## src/rtl/fpu_ss_pkg.sv

```systemverilog
// Shared types for the FPU subsystem memory interface and its core-side responder.
package fpu_ss_pkg;

    localparam int unsigned X_ID_WIDTH  = 4;
    localparam int unsigned X_MEM_WIDTH = 32;

    // Exception codes returned on x_mem_resp for rejected accesses
    localparam logic [5:0] EXC_LD_MISALIGN = 6'd4;
    localparam logic [5:0] EXC_LD_FAULT    = 6'd5;
    localparam logic [5:0] EXC_ST_MISALIGN = 6'd6;
    localparam logic [5:0] EXC_ST_FAULT    = 6'd7;

    typedef struct packed {
        logic [X_ID_WIDTH-1:0]  id;
        logic [31:0]            addr;
        logic [1:0]             mode;
        logic                   we;
        logic [1:0]             size;
        logic [X_MEM_WIDTH-1:0] wdata;
        logic                   last;
        logic                   spec;
    } x_mem_req_t;

    typedef struct packed {
        logic       exc;
        logic [5:0] exccode;
        logic       dbg;
    } x_mem_resp_t;

    typedef struct packed {
        logic [X_ID_WIDTH-1:0]  id;
        logic [X_MEM_WIDTH-1:0] rdata;
        logic                   err;
        logic                   dbg;
    } x_mem_result_t;

    // What must be remembered about a granted access until its bus response returns
    typedef struct packed {
        logic [X_ID_WIDTH-1:0] id;
        logic                  we;
        logic [1:0]            size;
        logic [1:0]            offset;
        logic [31:0]           core_id;
    } outstanding_entry_t;

    // Natural alignment check; size 3 (doubleword) is never supported on a 32-bit bus
    function automatic logic is_aligned(input logic [1:0] size, input logic [1:0] offset);
        logic ok;
        case (size)
            2'd0:    ok = 1'b1;
            2'd1:    ok = ~offset[0];
            2'd2:    ok = (offset == 2'b00);
            default: ok = 1'b0;
        endcase
        return ok;
    endfunction

    // Byte enables for an access of the given size starting at lane 0
    function automatic logic [3:0] size_be(input logic [1:0] size);
        logic [3:0] be;
        case (size)
            2'd0:    be = 4'b0001;
            2'd1:    be = 4'b0011;
            2'd2:    be = 4'b1111;
            default: be = 4'b0000;
        endcase
        return be;
    endfunction

endpackage

```

## src/rtl/fpu_ss_mem_outstanding_fifo.sv

```systemverilog
// In-order FIFO of outstanding bus accesses. Push is refused while full even
// if a pop happens in the same cycle (no bypass); pop is ignored while empty.
module fpu_ss_mem_outstanding_fifo
    import fpu_ss_pkg::*;
#(
    parameter int unsigned DEPTH = 2
) (
    input  logic               clk,
    input  logic               rst_n,
    input  logic               push,
    input  logic               pop,
    input  outstanding_entry_t wr_data,
    output outstanding_entry_t rd_data,
    output logic               full,
    output logic               empty
);

    localparam int unsigned PW = (DEPTH > 1) ? $clog2(DEPTH) : 1;
    localparam int unsigned CW = $clog2(DEPTH + 1);

    outstanding_entry_t mem [DEPTH];
    logic [PW-1:0]      wr_ptr;
    logic [PW-1:0]      rd_ptr;
    logic [CW-1:0]      count;
    logic               do_push;
    logic               do_pop;

    // Explicit wrap so a non power-of-two depth would still behave
    function automatic logic [PW-1:0] next_ptr(input logic [PW-1:0] p);
        return (p == PW'(DEPTH - 1)) ? '0 : p + PW'(1);
    endfunction

    assign full    = (count == CW'(DEPTH));
    assign empty   = (count == '0);
    assign do_push = push & ~full;
    assign do_pop  = pop & ~empty;
    assign rd_data = mem[rd_ptr];

    // Pointer and occupancy bookkeeping
    always_ff @(posedge clk or negedge rst_n) begin
        if (!rst_n) begin
            wr_ptr <= '0;
            rd_ptr <= '0;
            count  <= '0;
        end else begin
            if (do_push) wr_ptr <= next_ptr(wr_ptr);
            if (do_pop)  rd_ptr <= next_ptr(rd_ptr);
            count <= count + CW'(do_push) - CW'(do_pop);
        end
    end

    // Entry storage; contents are only meaningful between push and pop
    always_ff @(posedge clk) begin
        if (do_push) mem[wr_ptr] <= wr_data;
    end

endmodule

```

## src/rtl/fpu_ss_mem_responder.sv

```systemverilog
// Core-side responder for fpu_ss memory requests: alignment check, OBI issue,
// same-cycle x_mem_resp and one in-order registered x_mem_result per bus response.
module fpu_ss_mem_responder
    import fpu_ss_pkg::*;
#(
    parameter int unsigned MAX_OUTSTANDING = 2,
    parameter int unsigned XLEN            = 32,
    parameter int unsigned NB_CORES        = 8
) (
    input  logic             clk_i,
    input  logic             rst_ni,
    input  logic             x_mem_valid_i,
    output logic             x_mem_ready_o,
    input  x_mem_req_t       x_mem_req_i,
    output x_mem_resp_t      x_mem_resp_o,
    input  logic [31:0]      mem_dest_core_id_i,
    output logic             x_mem_result_valid_o,
    output x_mem_result_t    x_mem_result_o,
    output logic [31:0]      mem_result_core_id_o,
    output logic             data_req_o,
    input  logic             data_gnt_i,
    output logic [XLEN-1:0]  data_addr_o,
    output logic             data_we_o,
    output logic [3:0]       data_be_o,
    output logic [XLEN-1:0]  data_wdata_o,
    input  logic             data_rvalid_i,
    input  logic [XLEN-1:0]  data_rdata_i,
    input  logic             data_err_i
);

    logic               aligned;
    logic               req_ok;
    logic               push;
    logic               pop;
    logic               fifo_full;
    logic               fifo_empty;
    logic [1:0]         offset;
    outstanding_entry_t push_entry;
    outstanding_entry_t head;
    logic [XLEN-1:0]    shifted;
    logic [XLEN-1:0]    load_data;

    // Speculation and sequencing hints carry no meaning for this responder
    logic unused_req;
    assign unused_req = ^{x_mem_req_i.mode, x_mem_req_i.last, x_mem_req_i.spec};

    // Request side: alignment, bus drive and handshake response, all same-cycle
    always_comb begin
        offset        = x_mem_req_i.addr[1:0];
        aligned       = is_aligned(x_mem_req_i.size, offset);
        req_ok        = x_mem_valid_i & aligned;
        data_req_o    = req_ok & ~fifo_full;
        push          = data_req_o & data_gnt_i;
        x_mem_ready_o = (x_mem_valid_i & ~aligned) | push;

        x_mem_resp_o = '0;
        if (x_mem_valid_i && !aligned) begin
            x_mem_resp_o.exc = 1'b1;
            if (x_mem_req_i.size == 2'd3)
                x_mem_resp_o.exccode = x_mem_req_i.we ? EXC_ST_FAULT : EXC_LD_FAULT;
            else
                x_mem_resp_o.exccode = x_mem_req_i.we ? EXC_ST_MISALIGN : EXC_LD_MISALIGN;
        end

        data_addr_o  = '0;
        data_we_o    = 1'b0;
        data_be_o    = '0;
        data_wdata_o = '0;
        if (req_ok) begin
            data_addr_o  = {x_mem_req_i.addr[XLEN-1:2], 2'b00};
            data_we_o    = x_mem_req_i.we;
            data_be_o    = size_be(x_mem_req_i.size) << offset;
            data_wdata_o = x_mem_req_i.wdata << {offset, 3'b000};
        end

        push_entry.id      = x_mem_req_i.id;
        push_entry.we      = x_mem_req_i.we;
        push_entry.size    = x_mem_req_i.size;
        push_entry.offset  = offset;
        push_entry.core_id = mem_dest_core_id_i;
    end

    // A response with nothing outstanding (e.g. after a reset) is dropped
    assign pop = data_rvalid_i & ~fifo_empty;

    fpu_ss_mem_outstanding_fifo #(
        .DEPTH (MAX_OUTSTANDING)
    ) i_outstanding (
        .clk     (clk_i),
        .rst_n   (rst_ni),
        .push    (push),
        .pop     (pop),
        .wr_data (push_entry),
        .rd_data (head),
        .full    (fifo_full),
        .empty   (fifo_empty)
    );

    // Realign load data to lane 0 and zero-extend to the access size
    always_comb begin
        shifted = data_rdata_i >> {head.offset, 3'b000};
        case (head.size)
            2'd0:    load_data = XLEN'(shifted[7:0]);
            2'd1:    load_data = XLEN'(shifted[15:0]);
            default: load_data = shifted;
        endcase
        if (head.we) load_data = '0;
    end

    // One-cycle result pulse for every popped bus response
    always_ff @(posedge clk_i or negedge rst_ni) begin
        if (!rst_ni) begin
            x_mem_result_valid_o <= 1'b0;
            x_mem_result_o       <= '0;
            mem_result_core_id_o <= '0;
        end else begin
            x_mem_result_valid_o <= pop;
            if (pop) begin
                x_mem_result_o.id    <= head.id;
                x_mem_result_o.rdata <= load_data;
                x_mem_result_o.err   <= data_err_i;
                x_mem_result_o.dbg   <= 1'b0;
                mem_result_core_id_o <= head.core_id;
            end
        end
    end

`ifndef SYNTHESIS
    // Protocol sanity: stray bus responses and out-of-range core IDs
    always_ff @(posedge clk_i) begin
        if (rst_ni) begin
            assert (!(data_rvalid_i && fifo_empty))
                else $warning("data_rvalid_i with no outstanding access, response dropped");
            if (push)
                assert (mem_dest_core_id_i < 32'(NB_CORES))
                    else $error("core id %0d out of range", mem_dest_core_id_i);
        end
    end
`endif

endmodule

```

## config.mk

```make
export PLATFORM = sky130hd
export DESIGN_NAME = fpu_ss_mem_responder
export DESIGN_NICKNAME = d
export VERILOG_FILES = /design/src/rtl/fpu_ss_pkg.sv /design/src/rtl/fpu_ss_mem_outstanding_fifo.sv /design/src/rtl/fpu_ss_mem_responder.sv
export SDC_FILE = /design/constraint.sdc
export NUM_CORES = 1
export LEC_CHECK = 0
export ABC_AREA = 1
export CORE_MARGIN = 2
export CORE_UTILIZATION = 40
export CTS_CLUSTER_DIAMETER = 200
export DETAILED_ROUTE_END_ITERATION = 6
export GPL_ROUTABILITY_DRIVEN = 0
export HOLD_SLACK_MARGIN = 0.06
export PLACE_DENSITY_LB_ADDON = 0.05
export SETUP_SLACK_MARGIN = 0.3
export SYNTH_ARGS = -nofsm -noshare
export SYNTH_HDL_FRONTEND = slang
export SYNTH_HIERARCHICAL = 1
export SYNTH_SLANG_ARGS = --single-unit
```

## constraint.sdc

```tcl
create_clock -name clk_i -period 2.69 [get_ports clk_i]
set_input_delay 0.538 -clock clk_i [delete_from_list [all_inputs] [get_ports clk_i]]
set_output_delay 0.538 -clock clk_i [all_outputs]
set_load 0.05 [all_outputs]
```

==> implementation parameters <==
Parameter                              Value

Layout
  Nets@finish    roughly 1400
  Utilization after layout    slightly below 70%
  Number of inserted filler cells in the final layout    approximately 1500
  Final instance area    approximately 0.013 mm^2
  Synthesis-to-finish area growth    68.7%
  Proportion of layout cells with a drive suffix above 1    25.7%

Timing
  Max_slew headroom    about three fifths
  Final setup viols    0
  Final hold vios    0
  Max-slew violation total from the final report    0
  Clock period minus worst slack    between 2 and 2.5 ns
  Skew final    0.0142 ns
  Transition at the pin with the smallest max-transition slack    0.623 ns
  Setup repair after global routing missed its margin    yes
  Part of the cycle the worst path needs    90.2%
  Max Clock Freq    around 410 MHz

Routing
  Antenna-violating nets left    0
  Final routed wirelength across all metal layers    22400 um
  Drt pass-1 iters    5
  Final routed DRC violation total    0
  Average detailed-routed wire length per instance    about 15 um
  Total via count after detailed routing    between 6000 and 7000
  Vias per Instance    approximately 4.7
  Iteration-0 DRC count of the detailed router    249

Die
  Number of primary I/O pins    between 200 and 300
  Die W    143 um
  Number of rows created at floorplan    50
  Effective utilization at floorplan    approximately two fifths
  Core outline area    around 0.019 mm^2
  Y dimension of the die    about 140 um
  Die area    around 0.021 mm^2

Hold path
  Tightest Hold Check Type    in -> async

Worst setup path
  Crit-path max cell delay    roughly 0.19 ns
  Worst setup SP type    primary input
  Worst Path Class, Setup    in -> out
  Reg-to-reg slack, setup    roughly 0.70 ns
  Critical path origin    x_mem_req_i[34]
  CP max-delay cell    nor3_4
  CP required    2.15 ns
  Type of destination of the critical path    primary output
  Critical Path Most Common Cell    buf_12
  Worst Path Max Fanout    8
  Worst-path cell chain    buf_12 -> ha_4 -> nor2_4 -> nand2_4 -> nand2_8 -> buf_12 -> nand2_8 -> buf_6 -> nor3_4 -> buf_12
  Worst flop-to-flop path startpoint    i_outstanding/rd_ptr$_DFFE_PN0P_
  Data arrival time at the worst-slack endpoint    1.89 ns

Global route
  Vias in the first global route    roughly 6900
  Number of antenna violations at the first check in global routing    0
  Pin count of the biggest net entering global routing    50
  Global router's overall resource usage    21.9%
  First-pass GRT wire length    35000 um
  Final global-route overflow total    0

Placement
  Number of buffer cells added on primary ports    ~280
  Half-perimeter wire length after placement    15400 um
  Placed Area    about 0.012 mm^2

Logic synthesis
  Fraction of synthesis flops using an asynchronous set or reset pin    a little under half
  Count of synthesis-stage warnings from yosys    6
  Synthesized instance count    slightly below 900
  Sequential element share of the synthesized area    a little under three fifths
  Main synth FF type    edfxtp_1
  Dominant cell type by area after synthesis    edfxtp_1
  Dominant cells by area after synthesis    edfxtp_1, dfrtp_1, nand2_1, o21ai_0, nor2_4
  Total standard cell area after synthesis    about 0.0078 mm^2
  Leading cell type by number of instances after synthesis    nand2_1
  Share of the synthesized area in the top cell type    between 30% and 40%
  Number of flops mapped to enable cells by yosys    82
  List of most frequent post-synthesis cells    nand2_1, edfxtp_1, dfrtp_1
  Mean instance size in the synthesized netlist    ~9 um^2
  Count of cell types in the netlist    30
  Post-synthesis register bit count    156

Clocking
  Clk buf depth    2
  Clock tree from TritonCTS    yes
  Clock buffer count from CTS    17
  Post-CTS Hold Buffers    0
  Cell at the root of the clock tree    clkbuf_16
  Number of H-tree levels    4
  Num Clock Sinks    approximately 160
  Clock edge transition at the registers on the reported setup and hold paths    approximately 0.06 ns
  Clock latency on the worst-skew pair    0.42 ns

Power and ir drop
  Worst vdd rail ir drop    0.579 mV
  Power per unit of standard cell area    839 mW/mm^2
  Leak Pwr    between 5 and 6 nW

Run status
  Outcome    complete, no violations

Flow run
  Number of max-capacitance violations reported    0
==> kinds of logic (layout without fill, tap and decap cells) <==
kind of cell,after synthesis,in the layout,share of synthesized area [%]
AOI/OAI and AO/OA,79,79,5.72
adders and majority gates,7,7,1.13
other,1,8,0.0483
DFF,156,156,55.6
and+or+nand+nor,524,526,29.4
buffers and inverters,118,448,8.11
==> metrics by stage <==
step	hold slack [ns]	setup TNS (ns)	power, mW	cells	setup WS (ns)
6_report	0.0878	0	11.0	1484	0.264
2_1_floorplan	0.242	-0.915	6.75	891	-0.114
4_1_cts	0.111	0	11.1	1481	0.268
5_1_grt	0.132	0	11.6	1483	0.214
3_5_place_dp	0.457	-13.13	8.49	1430	-0.245
3_3_place_gp	0.453	-11.73	8.44	1430	-0.229
==> power breakdown <==
group	total (mW)	internal (mW)	switching, mW
clock network	2.46	1.43	1.02
logic	5.22	1.75	3.46
registers	3.31	3.04	0.271
==> registers in the layout, indices dropped and copies added (netlist names) <==
name and flops:
i_outstanding/wr_ptr 1, i_outstanding/mem 82, i_outstanding/rd_ptr 1, x_mem_result_o 37, i_outstanding/count 2, x_mem_result_valid_o 1
mem_result_core_id_o 32
==> cell type report <==
cell class	instances	area, um^2	area share, %
diodes	1	2.50	0.0191
inverters	63	265	2.03
multi-input cells	619	3250	24.8
well taps	260	325	2.49
flip-flops and latches	156	4320	33.0
clock buffers	18	439	3.35
repair buffers	353	4320	33.0
clock inverters	14	174	1.33
==> layer usage <==
metal | routed length, um | vias up | track usage, %
li1 | - | 3431 | -
met1 | 8720 | 3221 | 26.2
met2 | 11200 | 225 | 37.2
met3 | 2010 | 25 | 7.90
met4 | 427 | 0 | 6.76
met5 | 0 | - | 0
==> path summary, 6_finish.rpt <==
path / end / depth (start not counted)
worst min register to register: mem_result_core_id_o[7]$_DFFE_PN0P_ / 2
worst min-delay path: mem_result_core_id_o[3]$_DFFE_PN0P_ / 1
worst max register to register: x_mem_result_o[19]$_DFFE_PN0P_ / 7
max in group asynchronous: x_mem_result_o[29]$_DFFE_PN0P_ / 2
min in group clk_i: i_outstanding/mem[0][35]$_DFFE_PP_ / 2
worst max-delay path: data_wdata_o[13] / 10
==> cell usage in the layout (no fill, tap or decap), types with 4 or more instances in the layout <==
| cell | instances |
|---|---|
| clkbuf_16 | 18 |
| nand2_8 | 4 |
| nand2_4 | 4 |
| dfrtp_1 | 73 |
| o21ai_1 | 7 |
| a21oi_1 | 8 |
| nand2_2 | 12 |
| nor2_4 | 36 |
| buf_8 | 4 |
| nand2_1 | 382 |
| ha_1 | 4 |
| nor3_4 | 8 |
| buf_4 | 45 |
| or2_2 | 16 |
| inv_1 | 52 |
| nor2_1 | 11 |
| o21ai_0 | 50 |
| inv_2 | 6 |
| nor3_1 | 4 |
| clkdlybuf4s50_1 | 204 |
| conb_1 | 7 |
| buf_12 | 80 |
| buf_6 | 13 |
| inv_8 | 7 |
| edfxtp_1 | 82 |
| o21ai_2 | 13 |
| nor3_2 | 5 |
| nor2_2 | 18 |
| nand3_1 | 23 |
==> critical path, delay by kind of cell <==
kind / cells / cell delay, ns
adders and majority gates: 1 / 0.17
and+or+nand+nor: 5 / 0.60
buffers and inverters: 4 / 0.56
==> repair_timing <==
action | in CTS | in global routing
gates resized for setup | 71 | 26
setup buffers | 15 | 1
pin swaps | 9 | 15
gates cloned | 4 | 1
endpoints found under the setup margin | 73 | 80
No activity file was read; power rests on OpenSTA's default activity.
